<file path="config.mk">
export PLATFORM = sky130hd
export DESIGN_NAME = carfield_regbus_decode_resp
export DESIGN_NICKNAME = d
export VERILOG_FILES = /design/src/rtl/carfield_regbus_decode_resp.sv
export SDC_FILE = /design/constraint.sdc
export NUM_CORES = 1
export LEC_CHECK = 0
export ABC_AREA = 1
export BUFFER_PORTS_ARGS = -buffer_cell sky130_fd_sc_hd__buf_4
export CORE_AREA = 4 4 141 143
export DETAILED_ROUTE_END_ITERATION = 6
export DIE_AREA = 0 0 145 147
export HOLD_SLACK_MARGIN = 0.08
export MAX_ROUTING_LAYER = met4
export PLACE_DENSITY = 0.53
export RECOVER_POWER = 100
export SYNTH_ARGS = -nofsm -noshare
export SYNTH_HDL_FRONTEND = slang
export SYNTH_SLANG_ARGS = --single-unit
export TNS_END_PERCENT = 20
</file>
<file path="constraint.sdc">
create_clock -name clk_i -period 1.3 [get_ports clk_i]
set_input_delay 0.26 -clock clk_i [delete_from_list [all_inputs] [get_ports clk_i]]
set_output_delay 0.26 -clock clk_i [all_outputs]
set_load 0.01 [all_outputs]
</file>
<file path="src/rtl/carfield_regbus_decode_resp.sv">
// Registered RegBus decoder/error responder: one request in flight, per-target base/size windows,
// deterministic error on decode miss or target timeout. Optional error counter: CARFIELD_REGBUS_ERRCNT_EN.
module carfield_regbus_decode_resp #(
  parameter int unsigned                 NumTgt        = 4,
  parameter int unsigned                 AddrWidth     = 48,
  parameter int unsigned                 DataWidth     = 32,
  parameter logic [NumTgt*AddrWidth-1:0] TgtBase       = '0,
  parameter logic [NumTgt*AddrWidth-1:0] TgtSize       = '0,
  parameter int unsigned                 TimeoutCycles = 256
) (
  input  logic                        clk_i,
  input  logic                        rst_i,
  input  logic                        req_valid_i,
  input  logic                        req_write_i,
  input  logic [AddrWidth-1:0]        req_addr_i,
  input  logic [DataWidth-1:0]        req_wdata_i,
  input  logic [DataWidth/8-1:0]      req_wstrb_i,
  output logic                        rsp_ready_o,
  output logic [DataWidth-1:0]        rsp_rdata_o,
  output logic                        rsp_error_o,
  input  logic [NumTgt-1:0]           tgt_enable_i,
  output logic [NumTgt-1:0]           tgt_valid_o,
  output logic                        tgt_write_o,
  output logic [AddrWidth-1:0]        tgt_addr_o,
  output logic [DataWidth-1:0]        tgt_wdata_o,
  output logic [DataWidth/8-1:0]      tgt_wstrb_o,
  input  logic [NumTgt-1:0]           tgt_ready_i,
  input  logic [NumTgt*DataWidth-1:0] tgt_rdata_i,
  input  logic [NumTgt-1:0]           tgt_error_i,
  output logic [15:0]                 err_count_o
);

  localparam int unsigned SelWidth = (NumTgt > 1) ? $clog2(NumTgt) : 1;
  localparam int unsigned CntWidth = (TimeoutCycles > 2) ? $clog2(TimeoutCycles) : 1;

  localparam logic [1:0] IDLE = 2'd0;
  localparam logic [1:0] FWD  = 2'd1;
  localparam logic [1:0] RESP = 2'd2;

  logic [1:0]          state;
  logic [SelWidth-1:0] sel;
  logic [CntWidth-1:0] tmo_cnt;
  logic                hit;
  logic [SelWidth-1:0] hit_sel;

  // Descending scan so the lowest matching index is the one left standing.
  // Offset-vs-size compare avoids overflow of base+size at the top of the map.
  always_comb begin
    hit     = 1'b0;
    hit_sel = '0;
    for (int i = int'(NumTgt) - 1; i >= 0; i--) begin
      if (tgt_enable_i[i] &&
          (req_addr_i >= TgtBase[i*AddrWidth +: AddrWidth]) &&
          ((req_addr_i - TgtBase[i*AddrWidth +: AddrWidth]) < TgtSize[i*AddrWidth +: AddrWidth])) begin
        hit     = 1'b1;
        hit_sel = SelWidth'(i);
      end
    end
  end

  always_ff @(posedge clk_i) begin
    if (rst_i) begin
      state       <= IDLE;
      sel         <= '0;
      tmo_cnt     <= '0;
      rsp_ready_o <= 1'b0;
      rsp_rdata_o <= '0;
      rsp_error_o <= 1'b0;
      tgt_valid_o <= '0;
      tgt_write_o <= 1'b0;
      tgt_addr_o  <= '0;
      tgt_wdata_o <= '0;
      tgt_wstrb_o <= '0;
    end else begin
      rsp_ready_o <= 1'b0;
      case (state)
        IDLE: begin
          if (req_valid_i) begin
            tgt_write_o <= req_write_i;
            tgt_addr_o  <= req_addr_i;
            tgt_wdata_o <= req_wdata_i;
            tgt_wstrb_o <= req_wstrb_i;
            if (hit) begin
              sel         <= hit_sel;
              tgt_valid_o <= NumTgt'(1) << hit_sel;
              tmo_cnt     <= '0;
              state       <= FWD;
            end else begin
              rsp_error_o <= 1'b1;
              rsp_rdata_o <= '0;
              rsp_ready_o <= 1'b1;
              state       <= RESP;
            end
          end
        end
        FWD: begin
          // Ready takes priority over a timeout landing in the same cycle.
          if (tgt_ready_i[sel]) begin
            rsp_rdata_o <= tgt_rdata_i[sel*DataWidth +: DataWidth];
            rsp_error_o <= tgt_error_i[sel];
            rsp_ready_o <= 1'b1;
            tgt_valid_o <= '0;
            state       <= RESP;
          end else if (tmo_cnt == CntWidth'(TimeoutCycles - 1)) begin
            rsp_rdata_o <= '0;
            rsp_error_o <= 1'b1;
            rsp_ready_o <= 1'b1;
            tgt_valid_o <= '0;
            state       <= RESP;
          end else begin
            tmo_cnt <= tmo_cnt + 1'b1;
          end
        end
        RESP:    state <= IDLE;
        default: state <= IDLE;
      endcase
    end
  end

`ifdef CARFIELD_REGBUS_ERRCNT_EN
  function automatic logic [15:0] sat_inc(input logic [15:0] v);
    return (v == 16'hFFFF) ? v : v + 16'd1;
  endfunction

  logic [15:0] err_count;

  always_ff @(posedge clk_i) begin
    if (rst_i) begin
      err_count <= '0;
    end else if (rsp_ready_o && rsp_error_o) begin
      err_count <= sat_inc(err_count);
    end
  end

  assign err_count_o = err_count;
`else
  assign err_count_o = '0;
`endif

endmodule

</file>
==> results.py, run 1 <==
metrics = {
    "critical_path": {
        "cp_top_family": "buffers and inverters",
        "r2r_end": "tgt_wdata_o[20]",
        "cp.arrival_ns": 1.38,
        "r2r_cells": 5,
        "timing.rr.start": "state[1]",
        "critPathMaxStageDelay_ns": 0.36,
        "crit_buf_inv": 2,
        "cp_cell_sequence": "inv_2 -> clkbuf_4 -> nand3_1 -> nand2_1 -> nor2_1",
        "crit_type": "register to register",
        "end_kind": "register",
        "regToRegSetupSlack_ns": 0.16,
        "start_kind": "register",
        "cp_data_required_time_ns": 1.54,
        "cpMaxStageDelayCell": "dfxtp_1",
        "critical_path_peak_fanout": 24,
    },
    "clock_network": {
        "htree_levels": 3,
        "numClockSinks": 88,
        "clockRootBuffer": "clkbuf_16",
        "cts_tree": "done",
        "hold_buffers": 0,
        "cts_setup_buffers": 0,
        "ctsResizeCount": 0,
        "path_clk_slew_ns": 0.06,
        "clock_path_buffers": 2,
        "insertion_delay_ns": 0.34,
        "cts_buffers": 9,
    },
    "synthesis": {
        "ys_warn_count": 0,
        "synth_cell_types": 13,
        "synth_area_um2": 4080,
        "ys_seq_elements": 88,
        "syn_area_per_cell_um2": 6.68,
        "syn_inst": 611,
        "seq_area_frac_synth_pct": 43.2,
    },
    "detailed_routing": {
        "viasPerCell": 3.82,
        "antenna_left": 0,
        "dr.pass1.iters": 4,
        "wl_per_cell_um": 11.8,
        "drt_first_iter_violations": 151,
        "wl_um": 11900,
        "vias": 3847,
        "drc_errors": 0,
    },
    "worst_hold_path": {
        "hold_path_class": "input port to register",
        "hold_path_depth": 2,
        "min_to": "rsp_error_o",
        "hp-start": "rst_i",
    },
    "timing": {
        "finClkSkew_ns": 0.00680,
        "setup-tns-final_ns": 0,
        "post-route-min-period_ns": 1.14,
        "finalHoldViolCount": 0,
        "timing.final.crit_share_pct": 87.8,
        "rsz0062_at_grt": "no",
        "holdWs_ns": 0.132,
        "setup_viol": 0,
        "fmax_mhz": 876,
        "slew_viol_final": 0,
    },
    "die": {
        "die_h_um": 147,
        "start_util_pct": 22.0,
        "die_w_um": 145,
        "fp-row-count": 50,
        "dieArea_um2": 21300,
        "coreArea_um2": 18600,
        "ios": 367,
    },
    "pwr": {
        "ir_worst_vdd_mv": 0.559,
        "p_leak_nw": 2.87,
        "power.density_nw_per_um2": 1260,
        "total_power_w": 0.00680,
    },
    "global_routing": {
        "grt_pass1_vias": 3599,
        "grt_pass1_wl_um": 18700,
        "track_usage_pct": 11.2,
        "grt_max_degree": 47,
        "grt_antenna_before_repair": 0,
        "overflow": 0,
    },
    "cells_and_area": {
        "drive_above_1_share_pct": 14.9,
        "layout.nets": 997,
        "area_delta_synth_final_pct": 32.5,
        "diodes": 0,
        "n_fill_cell": 2204,
        "seq_area_um2": 1760,
        "multi_input_area_um2": 1610,
    },
    "flow_run": {
        "maxCapViolations": 0,
    },
    "placed_design": {
        "portBuffers": 174,
        "hpwl_um": 8450,
        "routabilityCongestion": 0.727,
    },
    "status": {
        "status": "completed",
    },
}
synthesized netlist by cell type (all sizes together):
library cell | instances | share of area (%)
buf | 80 | 13
nor2 | 173 | 16
inv | 88 | 8.1
nand2 | 85 | 7.8
nand3 | 85 | 10
nor3 | 2 | 0.25
clkbuf | 9 | 0.83
dfxtp | 88 | 43
conb | 1 | 0.092
cell type report:
cell class | instances | area share, %
flip-flops and latches | 88 | 32.6
clock buffers | 12 | 4.56
inverters | 88 | 6.11
repair buffers | 185 | 20.9
well taps | 234 | 5.41
clock inverters | 3 | 0.786
multi-input cells | 397 | 29.7
cell usage in the layout, fill, tap and decap left out, types with 2 or more instances in the layout:
cell and n:
buf_12 5, nor3_1 2, clkbuf_1 89, inv_2 3, clkbuf_16 9, nand2_1 85, conb_1 52, dfxtp_1 88
inv_1 85, nor2_1 172, buf_4 91, nand3_1 85
how the worst max path moves through the flow:
stage | depth (start not counted) | end | slack [ns] | start
finish | 5 | tgt_wdata_o[20] | 0.16 | state[1]
global route | 4 | tgt_wdata_o[31] | 0.05 | state[1]
detailed placement | 6 | tgt_addr_o[30] | 0.14 | req_valid_i
CTS | 5 | tgt_wdata_o[10] | 0.18 | state[1]
floorplan | 7 | tgt_addr_o[10] | 0.26 | req_valid_i
global placement | 6 | tgt_addr_o[20] | 0.16 | req_valid_i
where the power goes:
part | switching [W] | total, W | internal (W)
sequential | 0.000102 | 0.00301 | 0.00291
clock | 0.00104 | 0.00257 | 0.00153
combinational | 0.000724 | 0.00121 | 0.000490
total | 0.00187 | 0.00680 | 0.00493
metal layers:
layer,track usage (%),wire length [µm],up-vias
li1,-,-,2013
met1,13.1,5280,1666
met2,17.7,5410,159
met3,4.72,1120,9
met4,2.99,126,0
met5,-,0,-
registers in the layout, indices dropped and copies added, names as in the netlist:
signal / count
state: 1
tgt_write_o: 1
tgt_addr_o: 48
tgt_wstrb_o: 4
rsp_error_o: 1
tgt_wdata_o: 32
rsp_ready_o: 1
stage by stage:
stage                     instance area, µm²  utilization [%]  setup WS [ns]  std cells
final                                   5410             29.1          0.158       1007
after global routing                    5410             29.1         0.0499       1007
after CTS                               5740             30.9          0.182       1007
after detailed placement                5460             29.4          0.139        992
after global placement                  5460             29.4          0.164        992
after floorplan                         4270                -          0.257        662
logic make-up (layout without fill, tap and decap cells):
group         after synthesis  after routing  share of synthesized area (%)
flops                      88             88                           43.2
other cells                 1             52                         0.0919
simple gates              345            345                           34.6
buf+inv                   177            288                           22.2
(Power assumes the default switching activity.)
==> run 2, diff against run 1 <==
--- a/config.mk
+++ b/config.mk
@@ -12,8 +12,9 @@
 export DIE_AREA = 0 0 145 147
 export HOLD_SLACK_MARGIN = 0.08
 export MAX_ROUTING_LAYER = met4
-export PLACE_DENSITY = 0.53
+export PLACE_DENSITY = 0.59
 export RECOVER_POWER = 100
+export SKIP_LAST_GASP = 1
 export SYNTH_ARGS = -nofsm -noshare
 export SYNTH_HDL_FRONTEND = slang
 export SYNTH_SLANG_ARGS = --single-unit
==> run 2 against run 1 <==
Compared with the run above: total power increased by 3.7%; sequential cell count is the same; sequential power about the same; clock power rose by 11%; setup slack better by 0.0029 ns; via count fell by 0.68%; hold slack got worse by 0.0035 ns; utilization up 0.094 points; combinational power is essentially flat; register-to-register slack is essentially flat; global-route usage shrank 0.28 points; count of clock-buffer cells in the layout is 1 lower.
==> results.py, run 2 (synthesized netlist as in run 1, its figures left out) <==
metrics = {
    "critical_path": {
        "cp_top_family": "flip-flops",
        "cp_cell_sequence": "inv_2 -> buf_12 -> nand3_1 -> nand2_1 -> nor2_1",
        "crit_type": "register to register",
        "critPathMaxStageDelay_ns": 0.36,
        "cp.arrival_ns": 1.37,
        "cp_data_required_time_ns": 1.53,
        "cpMaxStageDelayCell": "dfxtp_1",
        "crit_buf_inv": 2,
        "start_kind": "register",
        "critical_path_peak_fanout": 67,
        "end_kind": "register",
    },
    "global_routing": {
        "grt_max_degree": 68,
        "grt_antenna_before_repair": 0,
        "grt_pass1_wl_um": 18100,
        "grt_pass1_vias": 3501,
        "overflow": 0,
        "track_usage_pct": 10.9,
    },
    "die": {
        "start_util_pct": 22.0,
        "ios": 367,
        "die_w_um": 145,
        "die_h_um": 147,
        "coreArea_um2": 18600,
        "fp-row-count": 50,
        "dieArea_um2": 21300,
    },
    "timing": {
        "finalHoldViolCount": 0,
        "fmax_mhz": 878,
        "setup-tns-final_ns": 0,
        "rsz0062_at_grt": "no",
        "slew_viol_final": 0,
        "setup_viol": 0,
        "timing.final.crit_share_pct": 87.6,
        "finClkSkew_ns": 0.00781,
        "post-route-min-period_ns": 1.14,
    },
    "pwr": {
        "power_frac_clock_pct": 40.2,
        "power.switching_w": 0.00192,
        "power.share.switching_pct": 27.3,
        "p_leak_nw": 2.87,
        "p_int_w": 0.00513,
        "ir_worst_vdd_mv": 0.543,
        "comb_power_share_pct": 17.0,
        "pwr-share-seq_pct": 42.7,
        "power.density_nw_per_um2": 1300,
    },
    "cells_and_area": {
        "drive_above_1_share_pct": 15.1,
        "regMostFlops": "tgt_addr_o",
        "top_regs": "tgt_addr_o (48), tgt_wdata_o (32), tgt_wstrb_o (4)",
        "mostFrequentLayoutCells": "172 x nor2_1, 94 x buf_4, 88 x clkbuf_1, 88 x dfxtp_1",
        "diodes": 0,
        "area_delta_synth_final_pct": 32.9,
        "layout.nets": 997,
        "layout_commonest_cell": "nor2_1",
        "largest_register_ffs": 48,
        "n_fill_cell": 2169,
        "fin_cells": 1008,
    },
    "clock_network": {
        "cts_setup_buffers": 0,
        "hold_buffers": 0,
        "cts_buffers": 9,
        "clock_path_buffers": 2,
        "cts_tree": "done",
        "clockRootBuffer": "clkbuf_16",
        "ctsResizeCount": 0,
        "numClockSinks": 88,
        "path_clk_slew_ns": 0.07,
        "htree_levels": 3,
        "insertion_delay_ns": 0.34,
    },
    "detailed_routing": {
        "vias": 3821,
        "wl_per_cell_um": 11.5,
        "viasPerCell": 3.79,
        "antenna_left": 0,
        "drc_errors": 0,
        "wl_um": 11600,
        "dr.pass1.iters": 4,
        "drt_first_iter_violations": 105,
    },
    "placed_design": {
        "dp_cells": 992,
        "hpwl_um": 8080,
        "routabilityCongestion": 0.737,
        "portBuffers": 174,
    },
    "flow_run": {
        "maxCapViolations": 0,
    },
    "worst_hold_path": {
        "hold_path_class": "input port to register",
    },
    "status": {
        "status": "completed",
    },
}
## run 2: layer usage
metal / global-route usage [%] / up-vias / part of all wire [%] / wire length, µm
li1: - / 2018 / - / -
met4: 4.13 / 0 / 1.6 / 187
met2: 16.7 / 146 / 44 / 5080
met5: - / - / 0 / 0
met3: 3.58 / 12 / 8.1 / 946
met1: 13.3 / 1645 / 47 / 5420
## run 2: worst paths after layout
path,from,endpoint,slack [ns],depth (start not counted)
worst max-delay path,state[1],tgt_addr_o[17],0.16,5
worst min-delay path,rst_i,rsp_error_o,0.13,2
worst max register to register,state[1],tgt_addr_o[17],0.16,5
worst min register to register,rsp_error_o,rsp_error_o,0.47,2
## run 2: area by class of cell
cell class / count / area (µm²) / area share, %
multi-input cells: 397 / 1610 / 29.6
repair buffers: 185 / 1110 / 20.5
flip-flops and latches: 88 / 1760 / 32.5
well taps: 234 / 293 / 5.40
inverters: 88 / 330 / 6.09
clock inverters: 5 / 80.1 / 1.48
clock buffers: 11 / 243 / 4.47
## run 2: per-stage QoR
stage          hold WS [ns]  setup slack (ns)  power [W]  area [µm²]  utilization [%]
3_3_place_gp          0.456             0.136    0.00446        5430             29.2
2_1_floorplan         0.332             0.257    0.00389        4270                -
3_5_place_dp          0.467             0.124    0.00447        5430             29.2
4_1_cts               0.110             0.152    0.00737        5750             31.0
6_report              0.129             0.161    0.00705        5430             29.2
5_1_grt               0.117            0.0742    0.00746        5430             29.2
## run 2: power groups by stage
stage	registers [W]	logic, W	clock network [W]
after floorplan	0.00317	0.000721	0
after global placement	0.00307	0.00139	0
after detailed placement	0.00308	0.00139	0
after CTS	0.00302	0.00139	0.00296
after global routing	0.00304	0.00137	0.00305
final	0.00301	0.00120	0.00284
==> run 3, diff against run 2 <==
--- a/config.mk
+++ b/config.mk
@@ -15,6 +15,7 @@
 export PLACE_DENSITY = 0.59
 export RECOVER_POWER = 100
 export SKIP_LAST_GASP = 1
+export SLEW_MARGIN = 20
 export SYNTH_ARGS = -nofsm -noshare
 export SYNTH_HDL_FRONTEND = slang
 export SYNTH_SLANG_ARGS = --single-unit
==> constraint.sdc (replaced) <==
create_clock -name clk_i -period 1.1 [get_ports clk_i]
set_input_delay 0.22 -clock clk_i [delete_from_list [all_inputs] [get_ports clk_i]]
set_output_delay 0.22 -clock clk_i [all_outputs]
set_load 0.01 [all_outputs]
==> run 3 against run 2 <==
Compared with the run above: sequential cell count stayed put; clock power is 16% higher; total power is 21% higher; global-route usage is 0.53 points higher; sequential share of layout area is 2.5 points lower; setup slack worse by 0.098 ns; first-iteration DRC count is 4.8% higher; sequential power is 19% higher; register-to-register slack worse by 0.098 ns; non-clock buffer count is 6 higher; clock skew is 0.0017 ns lower; largest cell class unchanged; highest routed layer unchanged.
==> results.py, run 3 (synthesized netlist as in run 1, its figures left out) <==
metrics = {
    "timing": {
        "rsz0062_at_grt": "yes",
        "timing.final.crit_share_pct": 94.2,
        "slew_viol_final": 0,
        "setup_viol": 0,
        "finalHoldViolCount": 0,
        "post-route-min-period_ns": 1.04,
        "finClkSkew_ns": 0.00616,
        "holdWs_ns": 0.188,
        "fmax_mhz": 965,
    },
    "global_routing": {
        "grt_antenna_before_repair": 0,
        "overflow": 0,
        "grt_pass1_vias": 3623,
        "grt_max_degree": 52,
        "track_usage_pct": 11.4,
        "grt_pass1_wl_um": 19000,
    },
    "cells_and_area": {
        "n_fill_cell": 2052,
        "largest_register_ffs": 48,
        "top_regs": "tgt_addr_o (48), tgt_wdata_o (32), tgt_wstrb_o (4)",
        "drive_above_1_share_pct": 26.8,
        "layout.nets": 1003,
        "layout_commonest_cell": "buf_4",
        "regMostFlops": "tgt_addr_o",
        "final_util_pct": 31.7,
        "mostFrequentLayoutCells": "178 x buf_4, 171 x nor2_1, 87 x dfxtp_1",
        "multi_input_area_um2": 1610,
        "diodes": 0,
        "area_delta_synth_final_pct": 44.1,
        "seq_area_um2": 1770,
    },
    "die": {
        "start_util_pct": 22.0,
        "fp-row-count": 50,
        "die_h_um": 147,
        "ios": 367,
        "coreArea_um2": 18600,
        "dieArea_um2": 21300,
        "die_w_um": 145,
    },
    "flow_run": {
        "maxCapViolations": 0,
    },
    "pwr": {
        "ir_worst_vdd_mv": 0.751,
        "power.density_nw_per_um2": 1450,
        "p_leak_nw": 3.28,
    },
    "critical_path": {
        "end_kind": "register",
        "cp_data_required_time_ns": 1.34,
        "regToRegSetupSlack_ns": 0.06,
        "r2r_cells": 5,
        "cp.arrival_ns": 1.27,
        "crit_type": "register to register",
        "start_kind": "register",
        "r2r_end": "tgt_wdata_o[11]",
        "timing.rr.start": "state[1]",
        "critical_path_peak_fanout": 25,
    },
    "clock_network": {
        "numClockSinks": 88,
        "htree_levels": 3,
        "path_clk_slew_ns": 0.06,
        "cts_buffers": 9,
        "clockRootBuffer": "clkbuf_16",
        "clock_path_buffers": 2,
        "cts_tree": "done",
        "insertion_delay_ns": 0.34,
    },
    "detailed_routing": {
        "antenna_left": 0,
        "wl_um": 12300,
        "drt_first_iter_violations": 110,
        "vias": 3891,
        "viasPerCell": 3.84,
        "wl_per_cell_um": 12.1,
        "dr.pass1.iters": 4,
        "drc_errors": 0,
    },
    "worst_hold_path": {
        "hold_path_depth": 5,
        "hp-start": "req_wdata_i[17]",
        "hold_path_class": "input port to register",
        "min_to": "tgt_wdata_o[17]",
    },
    "placed_design": {
        "hpwl_um": 8230,
        "portBuffers": 174,
        "routabilityCongestion": 0.742,
    },
    "status": {
        "status": "completed",
    },
}
## run 3: cell types whose count changed in the layout (fill, tap and decap cells not counted), moves of 2 or more
cell	change
clkbuf_1	-85
buf_12	+3
buf_6	+2
buf_4	+84
## run 3: cell type report
cell class / count / area share, %
Sequential cell: 88 / 30.0
Timing Repair Buffer: 191 / 26.6
Clock buffer: 11 / 3.96
Clock inverter: 5 / 1.38
Tap cell: 234 / 4.98
Multi-Input combinational cell: 397 / 27.4
Inverter: 88 / 5.70
## run 3: how the worst max path moves through the flow
stage | depth (start not counted) | end | startpoint | slack (ns)
after CTS | 5 | tgt_wdata_o[21] | state[1] | -0.0003
after floorplan | 6 | tgt_addr_o[0] | state[1] | 0.07
after detailed placement | 6 | tgt_addr_o[35] | req_valid_i | -0.01
after global placement | 5 | tgt_wdata_o[20] | state[1] | 0.002
after global routing | 5 | tgt_wstrb_o[0] | state[1] | -0.02
final | 5 | tgt_wdata_o[11] | state[1] | 0.06
## run 3: routing by layer
metal | track usage [%] | vias to the layer above | part of all wire (%)
li1 | - | 2033 | -
met1 | 13.1 | 1710 | 45
met2 | 18.6 | 142 | 46
met3 | 5.21 | 6 | 8.5
met4 | 2.19 | 0 | 0.72
met5 | - | - | 0
## run 3: report_power, final
part / internal (W) / switching [W] / total (W) / leakage (nW)
Sequential: 0.00344 / 0.000130 / 0.00357 / 0.731
Clock: 0.00199 / 0.00130 / 0.00330 / 0.150
Combinational: 0.000817 / 0.000871 / 0.00169 / 2.40
## run 3: repair_timing
action / in CTS / in global routing
gates cloned: 1 / 1
buffers inserted: 0 / 2
pin swaps: 0 / 1
resized for setup: 2 / 6
endpoints found under the setup margin: 2 / 65
endpoints found under the hold margin: 3 / 0
hold buffers: 1 / 0
## run 3: through the flow
stage	total power [W]	setup TNS, ns	std cells	setup slack [ns]	instance area (µm²)
3_5_place_dp	0.00531	-0.0258	993	-0.0137	5480
4_1_cts	0.00871	-0.000320	1011	-0.000320	5840
5_1_grt	0.00906	-0.0705	1014	-0.0202	5880
6_report	0.00856	0	1014	0.0636	5880
2_1_floorplan	0.00460	0	662	0.0724	4270
3_3_place_gp	0.00529	0	993	0.00246	5480
## run 3: worst max-delay path, stage by stage (launching register included)
cell and delay [ns]:
dfxtp_4 0.39, nor2_4 0.04, buf_4 0.14, clkbuf_16 0.20
nor2_1 0.10, nor2_1 0.05
